`config.mk`:
```
export PLATFORM = sky130hd
export DESIGN_NAME = axi_node_map_ctrl
export DESIGN_NICKNAME = d
export VERILOG_FILES = /design/src/rtl/axi_node_map_ctrl_pkg.sv /design/src/rtl/axi_node_outstanding_cnt.sv /design/src/rtl/axi_node_map_ctrl.sv
export SDC_FILE = /design/constraint.sdc
export NUM_CORES = 1
export LEC_CHECK = 0
export CAP_MARGIN = 20
export CORE_MARGIN = 1
export CORE_UTILIZATION = 35
export DETAILED_ROUTE_END_ITERATION = 8
export PLACE_DENSITY_LB_ADDON = 0.12
export SLEW_MARGIN = 30
export SYNTH_ARGS = -nofsm -noshare
export SYNTH_HDL_FRONTEND = slang
export SYNTH_SLANG_ARGS = --single-unit
```
`constraint.sdc`:
```
create_clock -name clk -period 4.11 [get_ports clk]
set_input_delay 0.822 -clock clk [delete_from_list [all_inputs] [get_ports clk]]
set_output_delay 0.822 -clock clk [all_outputs]
set_load 0.02 [all_outputs]
```
`src/rtl/axi_node_map_ctrl_pkg.sv`:
```
// Shared types and constants for the AXI node address-map controller.
//   - map_state_e : commit sequencer states
//   - ctrl_idx / status_idx : register indices that follow the start/end banks
//   - STATUS / CTRL bit positions
package axi_node_map_ctrl_pkg;

    typedef enum logic [1:0] {
        ST_IDLE   = 2'd0,
        ST_DRAIN  = 2'd1,
        ST_COMMIT = 2'd2
    } map_state_e;

    // CTRL and STATUS sit directly after the start bank and the end bank.
    function automatic int ctrl_idx(input int nb_master);
        return 2 * nb_master;
    endfunction

    function automatic int status_idx(input int nb_master);
        return 2 * nb_master + 1;
    endfunction

    localparam int CTRL_COMMIT_BIT = 0;
    localparam int STATUS_BUSY_BIT = 0;
    localparam int STATUS_ERR_BIT  = 1;

endpackage

```
`src/rtl/axi_node_outstanding_cnt.sv`:
```
// Up/down outstanding-transaction counter for one channel pair of one slave port.
// Ports:
//   clk, rst_n : clock, async active-low reset
//   inc_i      : request handshake (AW or AR)
//   dec_i      : completion handshake (B or R-last)
//   zero_o     : counter is 0
//   err_o      : single-cycle pulse on an overflow or underflow attempt
module axi_node_outstanding_cnt #(
    parameter int MAX_OUTSTANDING = 16
) (
    input  logic clk,
    input  logic rst_n,
    input  logic inc_i,
    input  logic dec_i,
    output logic zero_o,
    output logic err_o
);
    localparam int CW = $clog2(MAX_OUTSTANDING + 1);

    logic [CW-1:0] cnt_q;
    logic          up, dn, at_max, at_zero;

    // Simultaneous inc and dec cancel out.
    assign up      = inc_i & ~dec_i;
    assign dn      = dec_i & ~inc_i;
    assign at_max  = (cnt_q == CW'(MAX_OUTSTANDING));
    assign at_zero = (cnt_q == '0);

    assign zero_o = at_zero;
    assign err_o  = (up & at_max) | (dn & at_zero);

    // Saturate instead of wrapping; the error pulse tells software.
    always_ff @(posedge clk or negedge rst_n) begin
        if (!rst_n)
            cnt_q <= '0;
        else if (up && !at_max)
            cnt_q <= cnt_q + CW'(1);
        else if (dn && !at_zero)
            cnt_q <= cnt_q - CW'(1);
    end

endmodule

```
`src/rtl/axi_node_map_ctrl.sv`:
```
// Runtime address-map controller for the AXI node crossbar.
// Software writes shadow start/end registers over a req/gnt port, then writes
// CTRL bit0 to commit. The block raises block_o, waits until every slave port
// has no outstanding reads/writes and no handshake in flight, then copies
// shadow to active in a single cycle.
// Ports:
//   clk, rst_n                 : clock, async active-low reset
//   cfg_req_i/we/idx/wdata     : config request
//   cfg_gnt_o                  : request accepted (writes stall while busy)
//   cfg_rvalid_o/cfg_rdata_o   : response, one cycle after grant
//   aw/b/ar/r_last_hs_i        : per-slave-port handshake strobes
//   block_o                    : hold AW/AR ready low on all slave ports
//   start_addr_o/end_addr_o    : active map, entry i at [i*AXI_ADDR_WIDTH +: AXI_ADDR_WIDTH]
//   busy_o                     : commit in progress
module axi_node_map_ctrl
    import axi_node_map_ctrl_pkg::*;
#(
    parameter int NB_MASTER       = 4,
    parameter int NB_SLAVE        = 4,
    parameter int AXI_ADDR_WIDTH  = 32,
    parameter int MAX_OUTSTANDING = 16,
    parameter int IDX_WIDTH       = $clog2(2 * NB_MASTER + 2)
) (
    input  logic                                clk,
    input  logic                                rst_n,
    input  logic                                cfg_req_i,
    input  logic                                cfg_we_i,
    input  logic [IDX_WIDTH-1:0]                cfg_idx_i,
    input  logic [AXI_ADDR_WIDTH-1:0]           cfg_wdata_i,
    output logic                                cfg_gnt_o,
    output logic                                cfg_rvalid_o,
    output logic [AXI_ADDR_WIDTH-1:0]           cfg_rdata_o,
    input  logic [NB_SLAVE-1:0]                 aw_hs_i,
    input  logic [NB_SLAVE-1:0]                 b_hs_i,
    input  logic [NB_SLAVE-1:0]                 ar_hs_i,
    input  logic [NB_SLAVE-1:0]                 r_last_hs_i,
    output logic                                block_o,
    output logic [NB_MASTER*AXI_ADDR_WIDTH-1:0] start_addr_o,
    output logic [NB_MASTER*AXI_ADDR_WIDTH-1:0] end_addr_o,
    output logic                                busy_o
);
    localparam int CTRL_IDX   = ctrl_idx(NB_MASTER);
    localparam int STATUS_IDX = status_idx(NB_MASTER);

    map_state_e state_q, state_d;

    logic [NB_MASTER-1:0][AXI_ADDR_WIDTH-1:0] sh_start_q, sh_end_q;
    logic [NB_MASTER-1:0][AXI_ADDR_WIDTH-1:0] act_start_q, act_end_q;

    logic [NB_SLAVE-1:0] wr_zero, rd_zero, wr_err, rd_err;
    logic                busy, wr_en, rd_en, commit_req, err_clr, err_q, quiet;
    logic [AXI_ADDR_WIDTH-1:0] rd_mux;

    // ---------------- outstanding counters ----------------
    for (genvar p = 0; p < NB_SLAVE; p++) begin : g_port
        axi_node_outstanding_cnt #(.MAX_OUTSTANDING(MAX_OUTSTANDING)) u_wr_cnt (
            .clk(clk), .rst_n(rst_n), .inc_i(aw_hs_i[p]), .dec_i(b_hs_i[p]),
            .zero_o(wr_zero[p]), .err_o(wr_err[p])
        );
        axi_node_outstanding_cnt #(.MAX_OUTSTANDING(MAX_OUTSTANDING)) u_rd_cnt (
            .clk(clk), .rst_n(rst_n), .inc_i(ar_hs_i[p]), .dec_i(r_last_hs_i[p]),
            .zero_o(rd_zero[p]), .err_o(rd_err[p])
        );
    end

    // A handshake this cycle means a counter is about to move, even if the
    // wrapper has not yet reacted to block_o; do not commit until it settles.
    assign quiet = (&wr_zero) & (&rd_zero) &
                   ~(|{aw_hs_i, b_hs_i, ar_hs_i, r_last_hs_i});

    // ---------------- config port ----------------
    assign busy      = (state_q != ST_IDLE);
    assign cfg_gnt_o = cfg_req_i & (~cfg_we_i | ~busy);
    assign wr_en     = cfg_gnt_o & cfg_we_i;
    assign rd_en     = cfg_gnt_o & ~cfg_we_i;

    // Writes are only granted in IDLE, so a commit can only start from IDLE
    // and the shadow bank is frozen for the whole drain/commit.
    assign commit_req = wr_en && (cfg_idx_i == IDX_WIDTH'(CTRL_IDX)) && cfg_wdata_i[CTRL_COMMIT_BIT];
    assign err_clr    = wr_en && (cfg_idx_i == IDX_WIDTH'(STATUS_IDX)) && cfg_wdata_i[STATUS_ERR_BIT];

    always_comb begin
        rd_mux = '0;
        for (int i = 0; i < NB_MASTER; i++) begin
            if (cfg_idx_i == IDX_WIDTH'(i))             rd_mux = sh_start_q[i];
            if (cfg_idx_i == IDX_WIDTH'(NB_MASTER + i)) rd_mux = sh_end_q[i];
        end
        if (cfg_idx_i == IDX_WIDTH'(STATUS_IDX)) begin
            rd_mux[STATUS_BUSY_BIT] = busy;
            rd_mux[STATUS_ERR_BIT]  = err_q;
        end
    end

    always_ff @(posedge clk or negedge rst_n) begin
        if (!rst_n) begin
            cfg_rvalid_o <= 1'b0;
            cfg_rdata_o  <= '0;
        end else begin
            cfg_rvalid_o <= cfg_gnt_o;
            cfg_rdata_o  <= rd_en ? rd_mux : '0;
        end
    end

    always_ff @(posedge clk or negedge rst_n) begin
        if (!rst_n) begin
            sh_start_q <= '1;
            sh_end_q   <= '0;
        end else if (wr_en) begin
            for (int i = 0; i < NB_MASTER; i++) begin
                if (cfg_idx_i == IDX_WIDTH'(i))             sh_start_q[i] <= cfg_wdata_i;
                if (cfg_idx_i == IDX_WIDTH'(NB_MASTER + i)) sh_end_q[i]   <= cfg_wdata_i;
            end
        end
    end

    // Sticky error; a new error in the same cycle as a clear wins.
    always_ff @(posedge clk or negedge rst_n) begin
        if (!rst_n) err_q <= 1'b0;
        else        err_q <= (err_q & ~err_clr) | (|{wr_err, rd_err});
    end

    // ---------------- commit sequencer ----------------
    always_ff @(posedge clk or negedge rst_n) begin
        if (!rst_n) state_q <= ST_IDLE;
        else        state_q <= state_d;
    end

    always_comb begin
        state_d = state_q;
        case (state_q)
            ST_IDLE:   if (commit_req) state_d = ST_DRAIN;
            ST_DRAIN:  if (quiet)      state_d = ST_COMMIT;
            ST_COMMIT: state_d = ST_IDLE;
            default:   state_d = ST_IDLE;
        endcase
    end

    // All entries swap in one edge, so the node never sees a mixed map.
    always_ff @(posedge clk or negedge rst_n) begin
        if (!rst_n) begin
            act_start_q <= '1;
            act_end_q   <= '0;
        end else if (state_q == ST_COMMIT) begin
            act_start_q <= sh_start_q;
            act_end_q   <= sh_end_q;
        end
    end

    assign block_o      = busy;
    assign busy_o       = busy;
    assign start_addr_o = act_start_q;
    assign end_addr_o   = act_end_q;

endmodule

```
==> results of run 1 <==
==> placed cells by master (no fill, tap or decap), drive strengths merged, types with 4 or more instances in the layout <==
| cell | instances |
|---|---|
| inv | 18 |
| mux2 | 551 |
| o21ai | 53 |
| nor4 | 11 |
| o221ai | 21 |
| a21o | 13 |
| nand2 | 52 |
| nor3b | 7 |
| nor2b | 24 |
| a22oi | 24 |
| ha | 24 |
| nor3 | 4 |
| xor2 | 10 |
| clkdlybuf4s50 | 344 |
| and3 | 4 |
| a311oi | 8 |
| a22o | 29 |
| o21bai | 9 |
| nor2 | 42 |
| buf | 58 |
| o22a | 8 |
| o211ai | 8 |
| fa | 8 |
| dfstp | 256 |
| nand3 | 5 |
| clkinv | 17 |
| a221oi | 7 |
| or4 | 9 |
| nand3b | 11 |
| xnor2 | 14 |
| a21oi | 74 |
| dfrtp | 332 |
| mux2i | 12 |
| nand2b | 8 |
| clkbuf | 103 |
==> worst max-delay path, delay by kind of cell, from the launching register on <==
kind            cells  cell delay (ns)
buf+inv             2             0.82
compound gates      1             0.29
simple gates        1             0.48
flops               1             0.38
==> Yosys cell counts, types with 3 or more instances <==
cell type | n | area [µm²]
a21o_1 | 13 | 97.59
a21oi_1 | 74 | 370.4
a221oi_1 | 7 | 61.31
a222oi_1 | 3 | 30.03
a22o_1 | 29 | 254.0
a22oi_1 | 24 | 180.2
a311oi_1 | 8 | 70.07
and2_1 | 3 | 18.77
and3_1 | 4 | 25.02
buf_2 | 61 | 305.3
buf_4 | 6 | 45.04
clkbuf_1 | 35 | 131.4
dfrtp_1 | 332 | 8308
dfstp_2 | 256 | 6726
fa_1 | 8 | 160.2
ha_1 | 24 | 300.3
inv_1 | 17 | 63.81
mux2_1 | 4 | 45.04
mux2_2 | 547 | 6160
mux2i_1 | 12 | 120.1
nand2_1 | 51 | 191.4
nand2b_1 | 8 | 50.05
nand3_1 | 5 | 25.02
nand3b_1 | 11 | 82.58
nand4b_1 | 3 | 26.28
nor2_1 | 42 | 157.7
nor2b_1 | 23 | 143.9
nor3_1 | 3 | 15.01
nor3b_1 | 7 | 52.55
nor4_1 | 10 | 62.56
o211ai_1 | 8 | 60.06
o21ai_0 | 36 | 180.2
o21ai_1 | 13 | 65.06
o21ai_2 | 4 | 35.03
o21bai_1 | 9 | 67.56
o221ai_1 | 21 | 183.9
o22a_1 | 8 | 70.07
or4_1 | 7 | 52.55
xnor2_1 | 14 | 122.6
xor2_1 | 10 | 87.58
==> cells by family (layout without fill, tap and decap cells) <==
| group | after synthesis | in the layout | share of synthesized area, % |
|---|---|---|---|
| multiplexers | 565 | 565 | 25.00 |
| AO/OA/AOI/OAI | 269 | 269 | 7.140 |
| flip-flops | 588 | 588 | 59.00 |
| buffers and inverters | 123 | 542 | 2.210 |
| AND/OR/NAND/NOR | 190 | 190 | 4.017 |
| adder cells (fa/ha/maj) | 32 | 32 | 1.807 |
| XOR/XNOR | 24 | 24 | 0.8249 |
==> registers in the layout, indices dropped and copies added, names as in the netlist <==
register and cells:
start_addr_o 128, g_port.u_rd_cnt.cnt_q 20, cfg_rdata_o 32, state_q 2, g_port.u_wr_cnt.cnt_q 20, sh_start_q 128, end_addr_o 128, err_q 1
cfg_rvalid_o 1, sh_end_q 128
==> worst max-delay path by stage <==
stage | from | slack, ns | cells past startpoint | end
2_1_floorplan | ar_hs_i[1] | 1.50 | 8 | g_port[1].u_rd_cnt.cnt_q[4]
3_3_place_gp | cfg_idx_i[3] | 0.69 | 7 | sh_start_q[121]
3_5_place_dp | cfg_idx_i[3] | 0.58 | 7 | cfg_rdata_o[5]
4_1_cts | state_q[1] | 0.68 | 4 | cfg_gnt_o
5_1_grt | state_q[1] | 0.54 | 4 | cfg_gnt_o
6_report | state_q[1] | 0.71 | 4 | cfg_gnt_o
==> stage by stage <==
step	area (µm²)	setup WS (ns)	std cells
2_1_floorplan	25480	1.496	1791
3_3_place_gp	30280	0.6917	3036
3_5_place_dp	30310	0.5839	3037
4_1_cts	32460	0.6781	3160
5_1_grt	32460	0.5443	3160
6_report	32460	0.7135	3160
==> layer usage <==
layer	vias up	wire length [µm]	track usage, %
met2	408	37770	34.57
met5	-	27	0
met4	4	1577	6.002
li1	7278	-	-
met3	90	3866	4.241
met1	8660	33920	27.46
==> power by group through the flow <==
stage,Combinational (mW),Sequential (mW),Clock [mW]
finish,1.70,6.32,5.90
global route,1.93,6.37,6.31
CTS,1.73,6.32,6.07
detailed placement,1.72,6.41,0
global placement,1.61,6.39,0
floorplan,1.24,6.30,0
==> final cells by class <==
type	instances	area share, %
well taps	950	3.662
repair buffers	402	12.56
clock inverters	20	0.5781
clock buffers	103	6.055
inverters	17	0.1966
flip-flops and latches	588	46.31
multi-input cells	1080	30.64
==> impl_metrics.json, run 1 <==
{
  "outcome": "finished clean",
  "grt_max_degree": 72,
  "clk_pin_slew_worst_paths_ns": 0.06,
  "drv_slew": 0,
  "routedWlPerCell_um": 24.42,
  "r2r_slack_ns": 1.25,
  "seq_area_um2": 15030,
  "post_cts_buffers": 0,
  "root_buffer": "clkbuf_16",
  "critical_path.max_stage_delay_ns": 0.65,
  "worstSetupStartpointType": "flip-flop",
  "first_pass_iters": 8,
  "maxCapViolCount": 0,
  "clk_path_buf_depth": 3,
  "min_period_ns": 3.396,
  "finalSetupViolCount": 0,
  "nets": 2245,
  "synthCells": 1791,
  "drtIter0Drc": 935,
  "max_freq_mhz": 294.4,
  "cts.sinks": 588,
  "worstRegToRegCells": 7,
  "drc": 0,
  "core_area_um2": 71730,
  "cts_buffers": 68,
  "dieArea_um2": 73890,
  "start_util_pct": 35.52,
  "die_h_um": 271.8,
  "drive_gt1_share_pct": 44.71,
  "r2r-start": "g_port[3].u_wr_cnt.cnt_q[1]",
  "viasPerCell": 5.203,
  "ir_worst_vdd_v": 0.0002309,
  "multi_input_area_um2": 9946,
  "fin_worst_skew_ns": 0.01368,
  "cts_max_level": 3,
  "vias": 16440,
  "synth_warnings": 0,
  "critical_path.endpoint_type": "primary output",
  "yosys_register_bits": 588,
  "gp_congestion": 0.7964,
  "period_share_pct": 82.64,
  "seq_power_share_pct": 45.4,
  "path_class": "reg -> out",
  "hold_path_class": "in -> async",
  "fillers": 6531,
  "postSynthAreaPerCell_um2": 14.23,
  "clk_latency_ns": 0.60,
  "power.share.clock_pct": 42.4,
  "timing.rr.end": "g_port[3].u_wr_cnt.cnt_q[4]",
  "worst_pin_slew_ns": 0.8732,
  "grt_pass1_vias": 17100,
  "critical_path_arrival_ns": 2.57,
  "async_flop_share_pct": 100.0,
  "ant_nets": 0,
  "tns_ns": 0,
  "final_core_util_pct": 45.26,
  "cts_resized": 0,
  "cellInternalPower_mw": 10.29,
  "diodes": 0,
  "required_ns": 3.29,
  "hold_buffers": 0,
  "synth_ff_type": "dfrtp_1",
  "combPwrFrac_pct": 12.2,
  "grt_first_pass_wirelength_um": 115000,
  "antenna_found_initial": 2,
  "ys_seq_area_share_pct": 59.00,
  "crit_path_max_fanout": 3,
  "slew_headroom_pct": 41.79,
  "die_w_um": 271.8,
  "dp_hpwl_um": 52770,
  "rsz0062_at_grt": "no",
  "hold_violations": 0,
  "p_leak_nw": 14.31,
  "critPathSlowestCell": "clkdlybuf4s50_1",
  "crit_chain": "nor2_1, inv_1, a21boi_0, clkdlybuf4s50_1",
  "p_total_mw": 13.93,
  "io_buffers": 347,
  "p_switching_mw": 3.644,
  "ios": 348,
  "grt_usage_pct": 20.82,
  "switching_share_pct": 26.16,
  "synth.distinct_cells": 62,
  "syn_area_um2": 25480,
  "fp-row-count": 98,
  "synthesis.nets": 1879,
  "holdWs_ns": 0.1154,
  "drt-total-wl_um": 77160,
  "overflow": 0,
  "synth_edf_count": 0,
  "p_per_area_nw_per_um2": 429.1,
  "tritoncts": "done",
  "area_delta_synth_final_pct": 27.40
}
Note: power is estimated with default switching activity, not from simulation.
==> inputs of run 2 (changes only) <==
==> constraint.sdc (replaced) <==
create_clock -name clk -period 2.7 [get_ports clk]
set_input_delay 0.54 -clock clk [delete_from_list [all_inputs] [get_ports clk]]
set_output_delay 0.54 -clock clk [all_outputs]
set_load 0.02 [all_outputs]
==> run 2 against run 1 <==
Compared with the run above:
- cell count increased by 2.2%
- sequential power increased by 53%
- non-clock buffer count increased by 69
- worst setup slack got worse by 0.58 ns
- routed wire length decreased by 1.1%
- power increased by 52%
- largest cell class unchanged
- clock power increased by 48%
- sequential share of layout area decreased by 0.95 points
- critical path depth increased by 5
- die area unchanged
- global-route usage decreased by 0.35 points
==> impl_metrics.json, run 2 (same netlist as run 1, synthesis figures left out) <==
{
  "viasPerCell": 5.100,
  "placed_area_um2": 30930,
  "fp-row-count": 98,
  "cts.sinks": 588,
  "outcome": "finished clean",
  "ir_worst_vdd_v": 0.0003729,
  "gp_congestion": 0.7600,
  "min_period_ns": 2.571,
  "clk_pin_slew_worst_paths_ns": 0.06,
  "area_delta_synth_final_pct": 30.06,
  "crit_start": "g_port[1].u_wr_cnt.cnt_q[1]",
  "critPathTopFamily": "simple AND/OR/NAND/NOR gates",
  "p_per_area_nw_per_um2": 639.8,
  "path_class": "reg -> reg",
  "worstSetupStartpointType": "flip-flop",
  "grt_first_pass_wirelength_um": 113000,
  "period_share_pct": 95.23,
  "core_area_um2": 71730,
  "finalSetupViolCount": 0,
  "cellInternalPower_mw": 15.62,
  "clk_latency_ns": 0.60,
  "die_h_um": 271.8,
  "critical_path.max_stage_delay_ns": 0.57,
  "holdCritStartpoint": "end_addr_o[105]",
  "fin_cells": 3231,
  "start_util_pct": 35.52,
  "overflow": 0,
  "grt_usage_pct": 20.47,
  "critical_path_arrival_ns": 3.08,
  "pre_cts_ws_ns": -0.1833,
  "slew_headroom_pct": 53.25,
  "cts_max_level": 3,
  "hold_path_class": "reg -> reg",
  "critPathSlowestCell": "or4_4",
  "cp_common_cell": "nor2b_1",
  "routedWlPerCell_um": 23.62,
  "r2r-start": "g_port[1].u_wr_cnt.cnt_q[1]",
  "seq_area_um2": 15030,
  "tritoncts": "done",
  "max_freq_mhz": 388.9,
  "final_core_util_pct": 46.20,
  "switching_share_pct": 26.36,
  "p_leak_nw": 14.69,
  "clk_path_buf_depth": 3,
  "worst_slack_ns": 0.1288,
  "multi_input_area_um2": 10010,
  "root_buffer": "clkbuf_16",
  "drv_slew": 0,
  "antenna_found_initial": 2,
  "die_w_um": 271.8,
  "required_ns": 3.21,
  "drt-total-wl_um": 76320,
  "holdWs_ns": 0.5001,
  "dp_hpwl_um": 52320,
  "critPathBufInv": 1,
  "ios": 348,
  "fin_worst_skew_ns": 0.02502,
  "crit_chain": "or4_4, o21ai_4, inv_1, fa_2, nor2b_1, o21ai_0, nor2b_1, o21a_1, a221oi_2",
  "combPwrFrac_pct": 13.4,
  "design_area_um2": 33140,
  "drc": 0,
  "seq_power_share_pct": 45.5,
  "io_buffers": 347,
  "dieArea_um2": 73890,
  "mostFrequentLayoutCell": "mux2_2",
  "p_total_mw": 21.20,
  "crit_path_max_fanout": 4,
  "nets": 2314,
  "p_switching_mw": 5.589,
  "mostFrequentLayoutCells": "mux2_2 (547), clkdlybuf4s50_1 (343), dfrtp_1 (332), dfstp_2 (256), buf_4 (95)",
  "fillers": 6459,
  "dp_cells": 3099,
  "maxCapViolCount": 0,
  "power.share.clock_pct": 41.1,
  "cts_buffers": 68,
  "ant_nets": 0,
  "tns_ns": 0,
  "vias": 16480,
  "critical_path.endpoint_type": "flip-flop",
  "first_pass_iters": 5,
  "drive_gt1_share_pct": 46.91,
  "grt_max_degree": 106,
  "worst_pin_slew_ns": 0.7012,
  "hold_violations": 0,
  "grt_pass1_vias": 17210,
  "drtIter0Drc": 883
}
-- run 2: changes by cell type in the layout (fill, tap and decap cells not counted), moves of 3 or more --
cell and change:
clkbuf_8 +3, buf_12 +14, buf_4 +55, inv_6 +3
-- run 2: routing by layer --
layer  wire length (µm)  GRT usage (%)  vias to the layer above
li1                   -              -                     7420
met1              33730          27.40                     8615
met2              37250          33.71                      348
met3               3695          3.932                       92
met4               1632          5.869                        2
met5                 14              0                        -
-- run 2: worst reg2reg max path: stages, from the launching register on --
cell      delay (ns)
dfrtp_1         0.42
or4_4           0.58
o21ai_4         0.21
inv_1           0.08
fa_2            0.35
nor2b_1         0.12
o21ai_0         0.12
nor2b_1         0.18
o21a_1          0.20
a221oi_2        0.24
-- run 2: repair_timing --
action,CTS,global route
gates resized for setup,2,13
hold buffers,1,0
pin swaps,0,3
endpoints found under the hold margin,26,0
setup buffers,0,6
cloned,0,0
setup endpoints to repair,1,7
-- run 2: area by class of cell --
class | count | share of cell area [%]
Clock inverter | 20 | 0.4266
Clock buffer | 103 | 5.893
Antenna cell | 2 | 0.01510
Inverter | 17 | 0.1925
Tap cell | 950 | 3.587
Sequential cell | 588 | 45.37
Multi-Input combinational cell | 1080 | 30.20
Timing Repair Buffer | 471 | 14.32
-- run 2: worst paths after layout --
path,endpoint,slack (ns),cells after the start
max,g_port[1].u_wr_cnt.cnt_q[4],0.13,9
min,end_addr_o[105],0.50,1
max reg2reg,g_port[1].u_wr_cnt.cnt_q[4],0.13,9
min reg2reg,end_addr_o[105],0.50,1
max in group asynchronous,sh_start_q[72],1.24,3
min in group asynchronous,sh_end_q[87],0.57,2
-- run 2: power groups by stage --
stage	Combinational (mW)	Clock [mW]	Sequential [mW]
after CTS	2.81	9.01	9.63
after global placement	2.65	0	9.73
after floorplan	1.89	0	9.58
after detailed placement	2.80	0	9.77
final	2.84	8.72	9.65
after global routing	3.20	9.35	9.71
==> inputs of run 3 (changes only) <==
--- a/config.mk
+++ b/config.mk
@@ -6,10 +6,9 @@
 export NUM_CORES = 1
 export LEC_CHECK = 0
 export CAP_MARGIN = 20
-export CORE_MARGIN = 1
 export CORE_UTILIZATION = 35
 export DETAILED_ROUTE_END_ITERATION = 8
-export PLACE_DENSITY_LB_ADDON = 0.12
+export PLACE_DENSITY_LB_ADDON = 0.3
 export SLEW_MARGIN = 30
 export SYNTH_ARGS = -nofsm -noshare
 export SYNTH_HDL_FRONTEND = slang
==> constraint.sdc (replaced) <==
create_clock -name clk -period 3 [get_ports clk]
set_input_delay 0.6 -clock clk [delete_from_list [all_inputs] [get_ports clk]]
set_output_delay 0.6 -clock clk [all_outputs]
set_load 0.02 [all_outputs]
==> run 3 against run 2 <==
Compared with the run above:
- die area did not move
- cell area fell by 1.3%
- utilization fell by 0.59 points
- register-to-register slack improved by 0.07 ns
- flip-flop and latch count did not move
- sequential share of layout area rose by 0.58 points
- non-clock buffer count fell by 46
- routed wire length fell by 0.67%
- critical path depth fell by 5
- count of clock-buffer cells in the layout fell by 2
- critical path type is now reg -> out
- largest cell class unchanged
- largest power group unchanged
==> impl_metrics.json, run 3 (same netlist as run 1, synthesis figures left out) <==
{
  "outcome": "finished clean",
  "timing.rr.end": "g_port[3].u_wr_cnt.cnt_q[4]",
  "io_buffers": 347,
  "die_w_um": 271.8,
  "root_buffer": "clkbuf_16",
  "min_period_ns": 2.839,
  "drtIter0Drc": 935,
  "worstSetupStartpointType": "flip-flop",
  "crit_chain": "nor2_2, inv_1, a21boi_0, clkdlybuf4s50_1",
  "fillers": 6378,
  "hold_path_class": "in -> reg",
  "critical_path_arrival_ns": 2.24,
  "worst_slack_ns": 0.1605,
  "routedWlPerCell_um": 23.81,
  "dieArea_um2": 73890,
  "first_pass_iters": 6,
  "seq_power_share_pct": 44.9,
  "maxCapViolCount": 0,
  "p_per_area_nw_per_um2": 588.9,
  "tns_ns": 0,
  "tritoncts": "done",
  "grt_max_degree": 106,
  "clk_pin_slew_worst_paths_ns": 0.06,
  "required_ns": 2.40,
  "worstRegToRegCells": 7,
  "power.share.clock_pct": 42.7,
  "ir_worst_vdd_v": 0.0005566,
  "grt_pass1_vias": 17320,
  "drc": 0,
  "switching_share_pct": 25.74,
  "fin_worst_skew_ns": 0.02262,
  "grt_first_pass_wirelength_um": 112500,
  "r2r-start": "g_port[3].u_wr_cnt.cnt_q[0]",
  "pre_cts_ws_ns": 0.06932,
  "overflow": 0,
  "holdPathEnd": "state_q[0]",
  "fin_cells": 3184,
  "critical_path.max_stage_delay_ns": 0.65,
  "grt_usage_pct": 20.40,
  "cts_buffers": 67,
  "viasPerCell": 5.184,
  "start_util_pct": 35.52,
  "area_delta_synth_final_pct": 28.41,
  "clk_latency_ns": 0.61,
  "drv_slew": 0,
  "max_freq_mhz": 352.2,
  "holdPathStages": 4,
  "critical_path.endpoint_type": "primary output",
  "slew_headroom_pct": 55.92,
  "path_class": "reg -> out",
  "period_share_pct": 94.65,
  "ant_nets": 0,
  "cts_max_level": 3,
  "ios": 348,
  "p_switching_mw": 4.960,
  "final_core_util_pct": 45.61,
  "dp_cells": 3059,
  "holdCritStartpoint": "cfg_idx_i[1]",
  "core_area_um2": 71730,
  "p_leak_nw": 14.44,
  "mostFrequentLayoutCell": "mux2_2",
  "post_cts_buffers": 0,
  "r2r_slack_ns": 0.20,
  "cellInternalPower_mw": 14.31,
  "drive_gt1_share_pct": 45.52,
  "mostFrequentLayoutCells": "mux2_2 (547), clkdlybuf4s50_1 (343), dfrtp_1 (332), dfstp_2 (256), a21oi_1 (74)",
  "drt-total-wl_um": 75810,
  "hold_violations": 0,
  "finalSetupViolCount": 0,
  "cts.sinks": 588,
  "gp_congestion": 0.8098,
  "fp-row-count": 98,
  "vias": 16510,
  "antenna_found_initial": 5,
  "worst_pin_slew_ns": 0.6596,
  "die_h_um": 271.8,
  "critPathSlowestCell": "clkdlybuf4s50_1",
  "combPwrFrac_pct": 12.4,
  "dp_hpwl_um": 52200,
  "placed_area_um2": 30480,
  "rsz0062_at_grt": "no",
  "clk_path_buf_depth": 3,
  "nets": 2267,
  "crit_path_max_fanout": 4,
  "design_area_um2": 32720
}
[run 3: changes by cell type in the layout (fill, tap and decap cells not counted), sizes merged]
cell / change
buf: -45
bufinv: +5
clkbuf: -3
clkinv: -6
clkinvlp: +3
inv: -1
[run 3: final cells by class]
class | count | area, µm² | area share [%]
Tap cell | 950 | 1189 | 3.633
Multi-Input combinational cell | 1080 | 9957 | 30.43
Sequential cell | 588 | 15030 | 45.95
Antenna cell | 2 | 5.005 | 0.01530
Inverter | 17 | 63.81 | 0.1950
Clock buffer | 101 | 1936 | 5.916
Clock inverter | 21 | 279.0 | 0.8527
Timing Repair Buffer | 425 | 4257 | 13.01
[run 3: what timing repair did]
item / CTS / global route
endpoints found under the hold margin: 23 / 0
setup endpoints to repair: 0 / 2
resized for setup: 0 / 2
hold buffers: 1 / 0
[run 3: worst max path at each step]
stage / from / to / slack [ns] / cells past startpoint
after detailed placement: aw_hs_i[2] / g_port[2].u_wr_cnt.cnt_q[4] / 0.07 / 7
after global routing: state_q[1] / cfg_gnt_o / 0.005 / 4
after CTS: state_q[1] / cfg_gnt_o / 0.06 / 4
after floorplan: g_port[3].u_wr_cnt.cnt_q[1] / g_port[3].u_wr_cnt.cnt_q[4] / 0.46 / 7
final: state_q[1] / cfg_gnt_o / 0.16 / 4
after global placement: cfg_req_i / err_q / 0.18 / 6
[run 3: per-stage QoR]
stage / hold slack [ns] / power (mW)
2_1_floorplan: 0.3044 / 10.33
3_5_place_dp: 0.4853 / 11.17
6_report: 0.4743 / 19.27
3_3_place_gp: 0.4801 / 10.97
5_1_grt: 0.5080 / 20.17
4_1_cts: 0.4524 / 19.51
[run 3: power groups by stage]
stage	logic, mW	registers (mW)	clock network, mW
floorplan	1.70	8.63	0
global route	2.66	8.73	8.78
detailed placement	2.39	8.78	0
finish	2.39	8.66	8.22
CTS	2.40	8.66	8.45
global placement	2.23	8.74	0
[run 3: metal layers]
metal | up-vias | part of all wire, % | GRT usage, %
met5 | - | 0.054 | 0
met4 | 6 | 2.8 | 6.860
met3 | 119 | 5.4 | 4.152
met2 | 408 | 48 | 33.37
met1 | 8636 | 44 | 26.95
li1 | 7337 | - | -
[run 3: worst max-delay path: cells and delay by family (launching register included)]
family,cells,cell delay [ns]
compound gates,1,0.24
buf+inv,2,0.74
flops,1,0.43
simple gates,1,0.22
